--- src/rtl/mdc_pkg.sv ---
// Shared constants and helpers for the MDC actor library.
package mdc_pkg;

  localparam int MDC_DATA_W     = 32;
  localparam int MDC_FIFO_DEPTH = 8;

  function automatic int clog2(input int value);
    int r;
    r = 0;
    for (int i = 0; i < 31; i++) begin
      if ((1 << i) < value) r = i + 1;
    end
    return r;
  endfunction

endpackage

--- src/rtl/mdc_fifo_mem.sv ---
// DEPTH x SIZE storage array: synchronous write port, asynchronous read port, no reset.
// The read port is combinational so the buffer can present its head first-word-fall-through.
module mdc_fifo_mem
  import mdc_pkg::*;
#(
  parameter int SIZE   = MDC_DATA_W,
  parameter int DEPTH  = MDC_FIFO_DEPTH,
  parameter int ADDR_W = clog2(DEPTH)
) (
  input  logic              clock,
  input  logic              i_wr_en,
  input  logic [ADDR_W-1:0] i_wr_addr,
  input  logic [SIZE-1:0]   i_wr_data,
  input  logic [ADDR_W-1:0] i_rd_addr,
  output logic [SIZE-1:0]   o_rd_data
);

  logic [SIZE-1:0] r_mem [DEPTH];

  always_ff @(posedge clock) begin
    if (i_wr_en) r_mem[i_wr_addr] <= i_wr_data;
  end

  assign o_rd_data = r_mem[i_rd_addr];

endmodule

--- src/rtl/mdc_fifo_buffer.sv ---
// FWFT FIFO on the MDC write/full_n handshake; a write at edge N is visible at the head in cycle N+1.
// Flags are decoded from the registered count with no lookahead; sticky over/underflow error flags.
module mdc_fifo_buffer
  import mdc_pkg::*;
#(
  parameter int SIZE    = MDC_DATA_W,
  parameter int DEPTH   = MDC_FIFO_DEPTH,
  localparam int CNT_W  = clog2(DEPTH) + 1
) (
  input  logic             clock,
  input  logic             reset,
  input  logic [SIZE-1:0]  in_data,
  input  logic             in_write,
  output logic             in_full_n,
  output logic [SIZE-1:0]  out_data,
  output logic             out_empty_n,
  input  logic             out_read,
  output logic [CNT_W-1:0] count,
  output logic             overflow_err,
  output logic             underflow_err
);

  localparam int ADDR_W = clog2(DEPTH);

  logic [ADDR_W-1:0] r_wr_ptr;
  logic [ADDR_W-1:0] r_rd_ptr;
  logic [CNT_W-1:0]  r_count;
  logic              r_overflow;
  logic              r_underflow;

  logic              w_full_n;
  logic              w_empty_n;
  logic              w_wr_acc;
  logic              w_rd_acc;
  logic [SIZE-1:0]   w_rd_data;

  assign w_full_n  = (r_count != CNT_W'(DEPTH));
  assign w_empty_n = (r_count != '0);
  assign w_wr_acc  = in_write & w_full_n;
  assign w_rd_acc  = out_read & w_empty_n;

  mdc_fifo_mem #(
    .SIZE   (SIZE),
    .DEPTH  (DEPTH),
    .ADDR_W (ADDR_W)
  ) u_mem (
    .clock     (clock),
    .i_wr_en   (w_wr_acc),
    .i_wr_addr (r_wr_ptr),
    .i_wr_data (in_data),
    .i_rd_addr (r_rd_ptr),
    .o_rd_data (w_rd_data)
  );

  // DEPTH is a power of two, so pointer wrap is the natural ADDR_W-bit rollover.
  always_ff @(posedge clock or posedge reset) begin
    if (reset) begin
      r_wr_ptr    <= '0;
      r_rd_ptr    <= '0;
      r_count     <= '0;
      r_overflow  <= 1'b0;
      r_underflow <= 1'b0;
    end else begin
      if (w_wr_acc) r_wr_ptr <= r_wr_ptr + ADDR_W'(1);
      if (w_rd_acc) r_rd_ptr <= r_rd_ptr + ADDR_W'(1);
      case ({w_wr_acc, w_rd_acc})
        2'b10:   r_count <= r_count + CNT_W'(1);
        2'b01:   r_count <= r_count - CNT_W'(1);
        default: r_count <= r_count;
      endcase
      if (in_write && !w_full_n) r_overflow <= 1'b1;
      // A read against an empty buffer that coincides with a write is absorbed, not an error.
      if (out_read && !w_empty_n && !in_write) r_underflow <= 1'b1;
    end
  end

  assign in_full_n     = w_full_n;
  assign out_empty_n   = w_empty_n;
  assign out_data      = w_empty_n ? w_rd_data : '0;
  assign count         = r_count;
  assign overflow_err  = r_overflow;
  assign underflow_err = r_underflow;

endmodule

--- config.mk ---
export PLATFORM = sky130hd
export DESIGN_NAME = mdc_fifo_buffer
export DESIGN_NICKNAME = d
export VERILOG_FILES = /design/src/rtl/mdc_pkg.sv /design/src/rtl/mdc_fifo_mem.sv /design/src/rtl/mdc_fifo_buffer.sv
export SDC_FILE = /design/constraint.sdc
export NUM_CORES = 1
export LEC_CHECK = 0
export ABC_AREA = 1
export ABC_CLOCK_PERIOD_IN_PS = 2590
export CAP_MARGIN = 20
export CORE_ASPECT_RATIO = 1.25
export CORE_MARGIN = 2
export CORE_UTILIZATION = 57
export CTS_CLUSTER_DIAMETER = 60
export DETAILED_ROUTE_END_ITERATION = 10
export DONT_BUFFER_PORTS = 1
export GPL_TIMING_DRIVEN = 0
export PLACE_DENSITY = 0.75
export SLEW_MARGIN = 40
export SYNTH_ARGS = -nofsm -noshare
export SYNTH_HDL_FRONTEND = slang
export SYNTH_SLANG_ARGS = --single-unit
--- constraint.sdc ---
create_clock -name clock -period 2.59 [get_ports clock]
set_input_delay 0.1295 -clock clock [delete_from_list [all_inputs] [get_ports clock]]
set_output_delay 0.1295 -clock clock [all_outputs]
set_load 0.03 [all_outputs]
Word level (Yosys, flattened, before mapping)
Memories as Yosys holds them, arrays and structs flattened.
Cells that the tools add are included.
- output and inout bits: 40
- bits of input ports: 36
- memories kept: 1
- bits in writable memories: 256
- logic and storage cells: 27
- register bits after elaboration: 12
- memory list (memory ; words ; width ; read ports ; clocked after Yosys merged registers in ; write ports ; line ; text):
    u_mem.r_mem ; 8 ; 32 ; 1 ; 0 ; 1 ; mdc_fifo_mem.sv:18 ; logic [SIZE-1:0] r_mem [DEPTH];
- equality and inequality tests: 3
- reduce and logical (&&, ||, !) cells: 8
- bitwise logic cells: 2
- mux-type cells: 4
- add/subtract/negate cells: 4
- operator list (cell ; count):
    32-bit two-way mux ; 1
    4-bit one-hot mux with 2 select lines ; 1
    3-bit by 1-bit adder with 3-bit output (second input constant) ; 2
    4-bit by 1-bit adder with 4-bit output (second input constant) ; 1
    4-bit != test (second input constant) ; 1
    4-bit nonzero test ; 1
    4-bit by 1-bit subtractor with 4-bit output (second input constant) ; 1
    1-bit logical AND ; 3
    1-bit logical NOT ; 3
    1-bit bitwise AND ; 2
    2-bit by 1-bit == test with 1-bit output (second input constant) ; 1
    2-bit == test (second input constant) ; 1
    1-bit two-way mux ; 2
    2-bit nonzero test ; 1

Longest topological paths before layout
Gate-level depths: netlist of run 1.
- depth after elaboration: 4
- depth in mapped cells: 13

Cells and area by module
A second synthesis of run 1 with hierarchy kept.
- cells, all modules: 1262
- area total of the unflattened synthesis: 12159.2 sq um
- by module, submodules not included (module ; cells an instance ; times used ; area each (sq um)):
    mdc_fifo_mem ; 1124 ; 1 ; 11232.0
    mdc_fifo_buffer ; 138 ; 1 ; 927.1

Least setup slack after synthesis of run 1
Ideal clock, no wire load.
- path kind: flip-flop to flip-flop
- start point: register r_count[2], in the netlist count[2]
- end point: memory u_mem.r_mem[0][0] (netlist bit) (enable)
- clock period less this slack: 3.219 ns
- data required time: 2.169 ns
- arrival time: 2.798 ns
- slack: -0.629 ns
- buffers on the path: 0
- cell stages (with the launch flop): 6
- path through: dfrtp_1 inv_1 nand3_1 nand2_1 or2_1 nor2_1
- cells in the longest elaborated chain, start to end: 4
- ends and longest elaborated chain (what ; line ; text):
    from (decl) ; mdc_fifo_buffer.sv:27 ; logic [CNT_W-1:0] r_count;
    from (signal assigned) ; mdc_fifo_buffer.sv:67 ; 2'b10: r_count <= r_count + CNT_W'(1);
    from (signal assigned) ; mdc_fifo_buffer.sv:68 ; 2'b01: r_count <= r_count - CNT_W'(1);
    from (signal assigned) ; mdc_fifo_buffer.sv:69 ; default: r_count <= r_count;
    4-bit != test ; mdc_fifo_buffer.sv:37 ; assign w_full_n = (r_count != CNT_W'(DEPTH));
    net in_full_n ; mdc_fifo_buffer.sv:14 ; output logic in_full_n,
    1-bit bitwise AND ; mdc_fifo_buffer.sv:39 ; assign w_wr_acc = in_write & w_full_n;
    1-bit two-way mux ; mdc_fifo_mem.sv:21 ; if (i_wr_en) r_mem[i_wr_addr] <= i_wr_data;
    1-bit two-way mux (implied by the code) ; mdc_fifo_mem.sv:21 ;
    to (decl) ; mdc_fifo_mem.sv:18 ;
The timed path passes the listed nets, and every way through them passes these cells.

Worst setup path after layout of run 1
- start point: register r_rd_ptr[1]
- end point: output port out_data[24]
- cells in the longest elaborated chain, start to end: 2
- ends and longest elaborated chain (what ; line ; text):
    from (decl) ; mdc_fifo_buffer.sv:26 ; logic [ADDR_W-1:0] r_rd_ptr;
    from (signal assigned) ; mdc_fifo_buffer.sv:65 ; if (w_rd_acc) r_rd_ptr <= r_rd_ptr + ADDR_W'(1);
    memory read 8 x 32 bit ; -- ;
    32-bit two-way mux ; mdc_fifo_buffer.sv:79 ; assign out_data = w_empty_n ? w_rd_data : '0;
    to (decl) ; mdc_fifo_buffer.sv:15 ; output logic [SIZE-1:0] out_data,
Every way passes these cells.

==> reports/results.ini, run 1 <==
[grt]
grt_use_total_pct=25.5
grtUsageMet3_pct=4.42
busiest_layer=met2
grt_max_degree=18
grt_pass1_vias=7011
antenna_found_initial=0
grt.overflow.total=0
grt_pass1_wl_mm=38.4
use_met2_pct=46.7
groute.layer.met1.usage_pct=31.2

[synthesis]
ys.flop_type=edfxtp_1
synth_area_leaders=edfxtp_1, nor2_1, o21ai_0, dfrtp_1, o211ai_1
syn_avg_cell_area_um2=12.7
yosys-top-cells-count=edfxtp_1, nor2_1, o21ai_0
async_flop_share_pct=4.48
yosysMostFrequentCell=edfxtp_1
synth_cells=843
yosysTopAreaCell=edfxtp_1
yosysTopAreaCellShare_pct=71.7
synth_nets=884
synth.distinct_cells=25
synth_seq_cells=268
netlist_area_um2=10700
synth_warnings=0
ys_seq_area_share_pct=74.5
synth_edf_count=256

[setup_path]
worst_path_largest_cell_delay_ns=0.49
cp.required_ns=2.46
reg2reg_slack_ns=0.21
cp.arrival_ns=2.36
crit_chain=inv_1 > clkbuf_2 > o21ai_0 > o22ai_1 > nor2_1 > nor2_2
cpMaxStageDelayCell=dfrtp_1
critPathKind=flop to output pin
end_kind=output pin
worst-path-buf-inv=2
critPathTopFamily=buffers and inverters
path_max_fanout=10
start_kind=flop

[clock_tree]
cts_buffer_depth=3
numClockSinks=268
clock_latency_ns=0.53
cts-htree-levels=1
cts_tree=built
numCtsBuffers=26
clk_pin_slew_worst_paths_ns=0.06
cts_root_buf=clkbuf_16

[sta]
whs_ns=0.0960
slew_headroom_pct=53.3
finalCriticalPeriod_ns=2.49
tightest_slew_ns=0.701
setup_violations=0
finClkSkew_ns=0.00703
finalCritPeriodShare_pct=96.2
rsz0062_at_grt=false
slew_violations=0
clock.fmax_mhz=401
setup_slack_ns=0.0978
hold_viol_final=0

[pwr]
finalPower_uw=15900
p_leak_uw=0.00443
ir_drop_v=0.000951
p_per_area_nw_per_um2=1250

[route]
firstDrtPassIters=5
final_antenna_net_count=0
drc=0
routedWlPerCell_um=21.8
initialDrtViolationCount=677
wirelength_mm=25.7
dr_total_vias=6975
vias_per_cell=5.93

[placement]
gp_congestion=0.763
port_buffers=0
dpl_cell_area_um2=11400
hpwl_mm=15.9
pre_cts_ws_ns=-0.254

[layout]
final_area_um2=12700
post-route-util_pct=68.3
area_delta_synth_final_pct=18.7
nets=967
n_antenna_cell=0
drive_above_1_share_pct=15.4

[die]
fp.dieW_um=127
coreArea_um2=18600
fp.dieH_um=157
io_pins=76
num_rows=56
dieArea_um2=19900
start_util_pct=57.5

[flow_run]
drv_cap=0

[status]
status=completed

[worst_hold_path]
min_path_type=primary input to asynchronous set/reset pin

[final timing paths]
| kind | from | to | cells after the start |
|---|---|---|---|
| worst max-delay path | r_rd_ptr[1] | out_data[24] | 6 |
| worst min-delay path | reset | overflow_err | 2 |
| worst max register to register | count[0] | count[2] | 12 |
| worst min register to register | r_wr_ptr[0] | r_wr_ptr[0] | 2 |
| max in group asynchronous | reset | count[3] | 2 |
| min in group clock | in_write | overflow_err | 3 |
[flip-flops by register name, indices dropped and copies added, names as in the netlist]
name	cells
u_mem.r_mem	256
count	4
r_rd_ptr	3
r_wr_ptr	3
overflow_err	1
underflow_err	1
[cell usage in the layout, fill, tap and decap left out, drive strengths merged, types with 3 or more instances in the layout]
cell type,Yosys,layout
buf,31,50
clkbuf,20,52
clkinv,0,13
dfrtp,12,12
dlygate4sd3,0,36
edfxtp,256,256
ha,5,5
inv,13,14
nand2,59,59
nand3,4,4
nor2,237,237
o211ai,32,32
o21ai,131,131
o22ai,32,32
xnor2,3,3
[cells by family (layout without fill, tap and decap cells)]
family / count (synthesis) / in the layout / share of synthesized area [%]
adders and majority gates: 5 / 5 / 0.583
buffers and inverters: 64 / 166 / 3.39
xor gates and xnor gates: 5 / 5 / 0.408
and+or+nand+nor: 302 / 302 / 10.7
AOI/OAI and AO/OA: 199 / 199 / 10.5
DFF: 268 / 268 / 74.5
[metal layers]
metal	routed length (um)	up-vias
met1	9820	3432
met4	513	0
met5	0	-
li1	-	3207
met3	1780	49
met2	13600	287
[final cells by class]
type	count	area, um^2
multi-input cells	511	2530
clock inverters	15	103
repair buffers	55	733
clock buffers	32	694
inverters	13	48.8
flip-flops and latches	268	7990
fillers	1240	5910
well taps	232	290
plain buffers	51	329
[metrics by stage]
step | std cells | setup TNS (ns)
after global placement | 1075 | -202.82
after detailed placement | 1089 | -20.64
after floorplan | 843 | -25.77
final | 1177 | 0
after CTS | 1177 | 0
after global routing | 1177 | 0
[where the power goes]
part           internal (uW)  switching, uW
registers               5450            323
logic                   1810           4740
clock network           2000           1550
[timing repair]
| action | in CTS | in global routing |
|---|---|---|
| resized for setup | 36 | 20 |
| hold endpoints to repair | 275 | 0 |
| hold buffers | 36 | 0 |
| setup buffers | 5 | 0 |
| endpoints found under the setup margin | 191 | 23 |
| pin swaps | 5 | 0 |
No activity file was read; power rests on OpenSTA's default activity.
==> run 2, diff against run 1 <==
CORE_MARGIN = unset   (was 2)
==> run 2 against run 1 <==
Flip-flop and latch count unchanged. Sequential share of layout area about the same. Via count increased by 1.4%. Register-to-register slack about the same. Global-route usage increased by 0.47 points. Utilization increased by 1.5 points. Hold slack got worse by 0.018 ns. Worst setup slack improved by 0.037 ns. First-iteration DRC count decreased by 10%. Combinational power decreased by 1%. Clock skew increased by 0.0030 ns.
==> reports/results.ini, run 2 (synthesis results as in run 1) <==
[status]
status=completed

[setup_path]
critPathTopFamily=simple AND/OR/NAND/NOR gates
end_kind=output pin
cpMaxStageDelayCell=nor2_1
start_kind=flop
worst-path-buf-inv=3  ; +1
cp.required_ns=2.46  ; about the same
path_max_fanout=10  ; unchanged
cp.arrival_ns=2.33  ; -0.03 ns
cpMostUsedCell=nor2_1
worst_path_largest_cell_delay_ns=0.46  ; -0.03 ns
critPathKind=flop to output pin
crit_chain=inv_2 > buf_6 > buf_2 > nor2_1 > o211ai_1 > nand2_1 > nor2_1

[route]
routedWlPerCell_um=21.6  ; -1.3%
initialDrtViolationCount=609  ; -10%
vias_per_cell=6.03  ; +1.8%
drc=0  ; unchanged
wirelength_mm=25.3  ; -1.7%
firstDrtPassIters=5  ; unchanged
final_antenna_net_count=0  ; unchanged
dr_total_vias=7071  ; +1.4%

[sta]
slew_headroom_pct=49.1  ; -4.1 points
slew_violations=0  ; unchanged
finalCritPeriodShare_pct=94.8  ; -1.4 points
setup_slack_ns=0.135  ; +0.0369 ns
whs_ns=0.0780  ; -0.0181 ns
setup_violations=0  ; unchanged
rsz0062_at_grt=false
finalCriticalPeriod_ns=2.46  ; -0.0369 ns
finClkSkew_ns=0.0100  ; +0.00301 ns
clock.fmax_mhz=407  ; +1.5%
tightest_slew_ns=0.763  ; +0.0617 ns
hold_viol_final=0  ; unchanged

[layout]
fillers=1172  ; -5.5%
area_delta_synth_final_pct=18.7  ; about the same
top_register=u_mem.r_mem
final_cell_mix=edfxtp_1, nor2_1, o21ai_0
final_common_cell=edfxtp_1
multi_input_area_um2=2520  ; -0.59%
largest_reg_flops=256  ; unchanged
nets=966  ; -0.10%
finalNonFillerCells=1172  ; -0.42%
regArea_um2=7990  ; unchanged
n_antenna_cell=0  ; unchanged
drive_above_1_share_pct=15.0  ; -0.41 points

[clock_tree]
cts_tree=built
clk_pin_slew_worst_paths_ns=0.06  ; about the same
cts_root_buf=clkbuf_16
clock_latency_ns=0.53  ; about the same
cts_buffer_depth=3  ; unchanged
numCtsBuffers=26  ; unchanged
numClockSinks=268  ; unchanged
cts-htree-levels=1  ; unchanged

[pwr]
swShare_pct=41.0  ; -0.67 points
seq_power_share_pct=36.1  ; -0.3 points
ir_drop_v=0.000874  ; -8.1%
switchingPower_uw=6560  ; -0.91%
p_per_area_nw_per_um2=1260  ; +0.69%
clkPwrFrac_pct=23.5  ; +1.1 points
combPwrFrac_pct=40.4  ; -0.9 points
p_int_uw=9440  ; +1.9%
p_leak_uw=0.00443  ; about the same

[die]
num_rows=55  ; -1.8%
coreArea_um2=18200  ; -2.2%
dieArea_um2=19400  ; -2.8%
start_util_pct=58.8  ; +1.3 points
fp.dieH_um=155  ; -1.3%
io_pins=76  ; unchanged
fp.dieW_um=125  ; -1.6%

[grt]
grt_use_total_pct=26.0  ; +0.47 points
grt_max_degree=20  ; +2
antenna_found_initial=0  ; unchanged
busiest_layer=met2
grt.overflow.total=0  ; unchanged
use_met2_pct=46.8  ; about the same
grt_pass1_wl_mm=38.2  ; -0.59%
groute.layer.met1.usage_pct=31.5  ; +0.33 points
grt_pass1_vias=7020  ; +0.13%
grtUsageMet3_pct=3.68  ; -0.74 points

[placement]
place_inst=1083  ; -0.55%
pre_cts_ws_ns=-0.223  ; +0.0304 ns
hpwl_mm=15.4  ; -3.3%
port_buffers=0  ; unchanged
gp_congestion=0.765  ; +0.21%

[flow_run]
drv_cap=0  ; unchanged

[worst_hold_path]
min_path_type=primary input to asynchronous set/reset pin

## run 2: cell types whose count changed in the layout (fill, tap and decap cells not counted), moves of 2 or more
cell	delta
nor2_2	-2
nor2_1	+3
clkinv_2	-2
clkbuf_1	+2
clkinv_1	-2
buf_16	-2
buf_12	+2
bufinv_16	+2
## run 2: per-stage QoR
stage	power, uW	setup TNS [ns]	util (%)	instance area [um^2]
finish	16000	0	69.8	12700
global route	16700	0	69.8	12700
CTS	15900	-0.00128	69.7	12700
detailed placement	11800	-14.40	62.1	11300
global placement	11500	-191.32	60.5	11000
floorplan	10100	-25.77	-	10800
## run 2: per-layer routing
metal | wire length [um] | up-vias
met4 | 801 | 0
met5 | 0 | -
li1 | - | 3198
met2 | 13300 | 319
met1 | 9420 | 3496
met3 | 1690 | 58
## run 2: repair_timing
action,CTS,global route
buffers inserted,7,0
setup endpoints to repair,166,148
pin swaps,6,0
endpoints found under the hold margin,274,0
resized for setup,35,17
hold buffers,35,0
## run 2: worst paths after layout
| path | cells past startpoint | start | end | slack [ns] |
|---|---|---|---|---|
| worst max register to register | 12 | count[2] | count[2] | 0.21 |
| worst max-delay path | 7 | r_rd_ptr[0] | out_data[0] | 0.13 |
| max in group asynchronous | 2 | reset | count[3] | 2.15 |
| worst min register to register | 2 | r_wr_ptr[0] | r_wr_ptr[0] | 0.54 |
| worst min-delay path | 2 | reset | r_wr_ptr[0] | 0.08 |
| min in group clock | 3 | out_read | underflow_err | 0.36 |
## run 2: power groups by stage
stage,registers [uW],clock network [uW],logic [uW]
after CTS,5760,3760,6420
after global routing,5820,3930,6950
after floorplan,5790,0,4330
after global placement,5850,0,5640
after detailed placement,5840,0,5970
final,5780,3750,6460
## run 2: cell type report
cell class / count / area share, %
Multi-Input combinational cell: 511 / 19.8
Clock buffer: 34 / 5.51
Inverter: 13 / 0.383
Clock inverter: 13 / 1.13
Tap cell: 228 / 2.24
Timing Repair Buffer: 54 / 5.56
Buffer: 51 / 2.59
Sequential cell: 268 / 62.8
## run 2: worst reg2reg max path: cells and delay by family (launching register included)
| family | cells | cell delay [ns] |
|---|---|---|
| compound gates | 2 | 0.18 |
| flops | 1 | 0.50 |
| fa+ha+maj | 2 | 0.42 |
| buf+inv | 2 | 0.18 |
| simple gates | 6 | 1.02 |
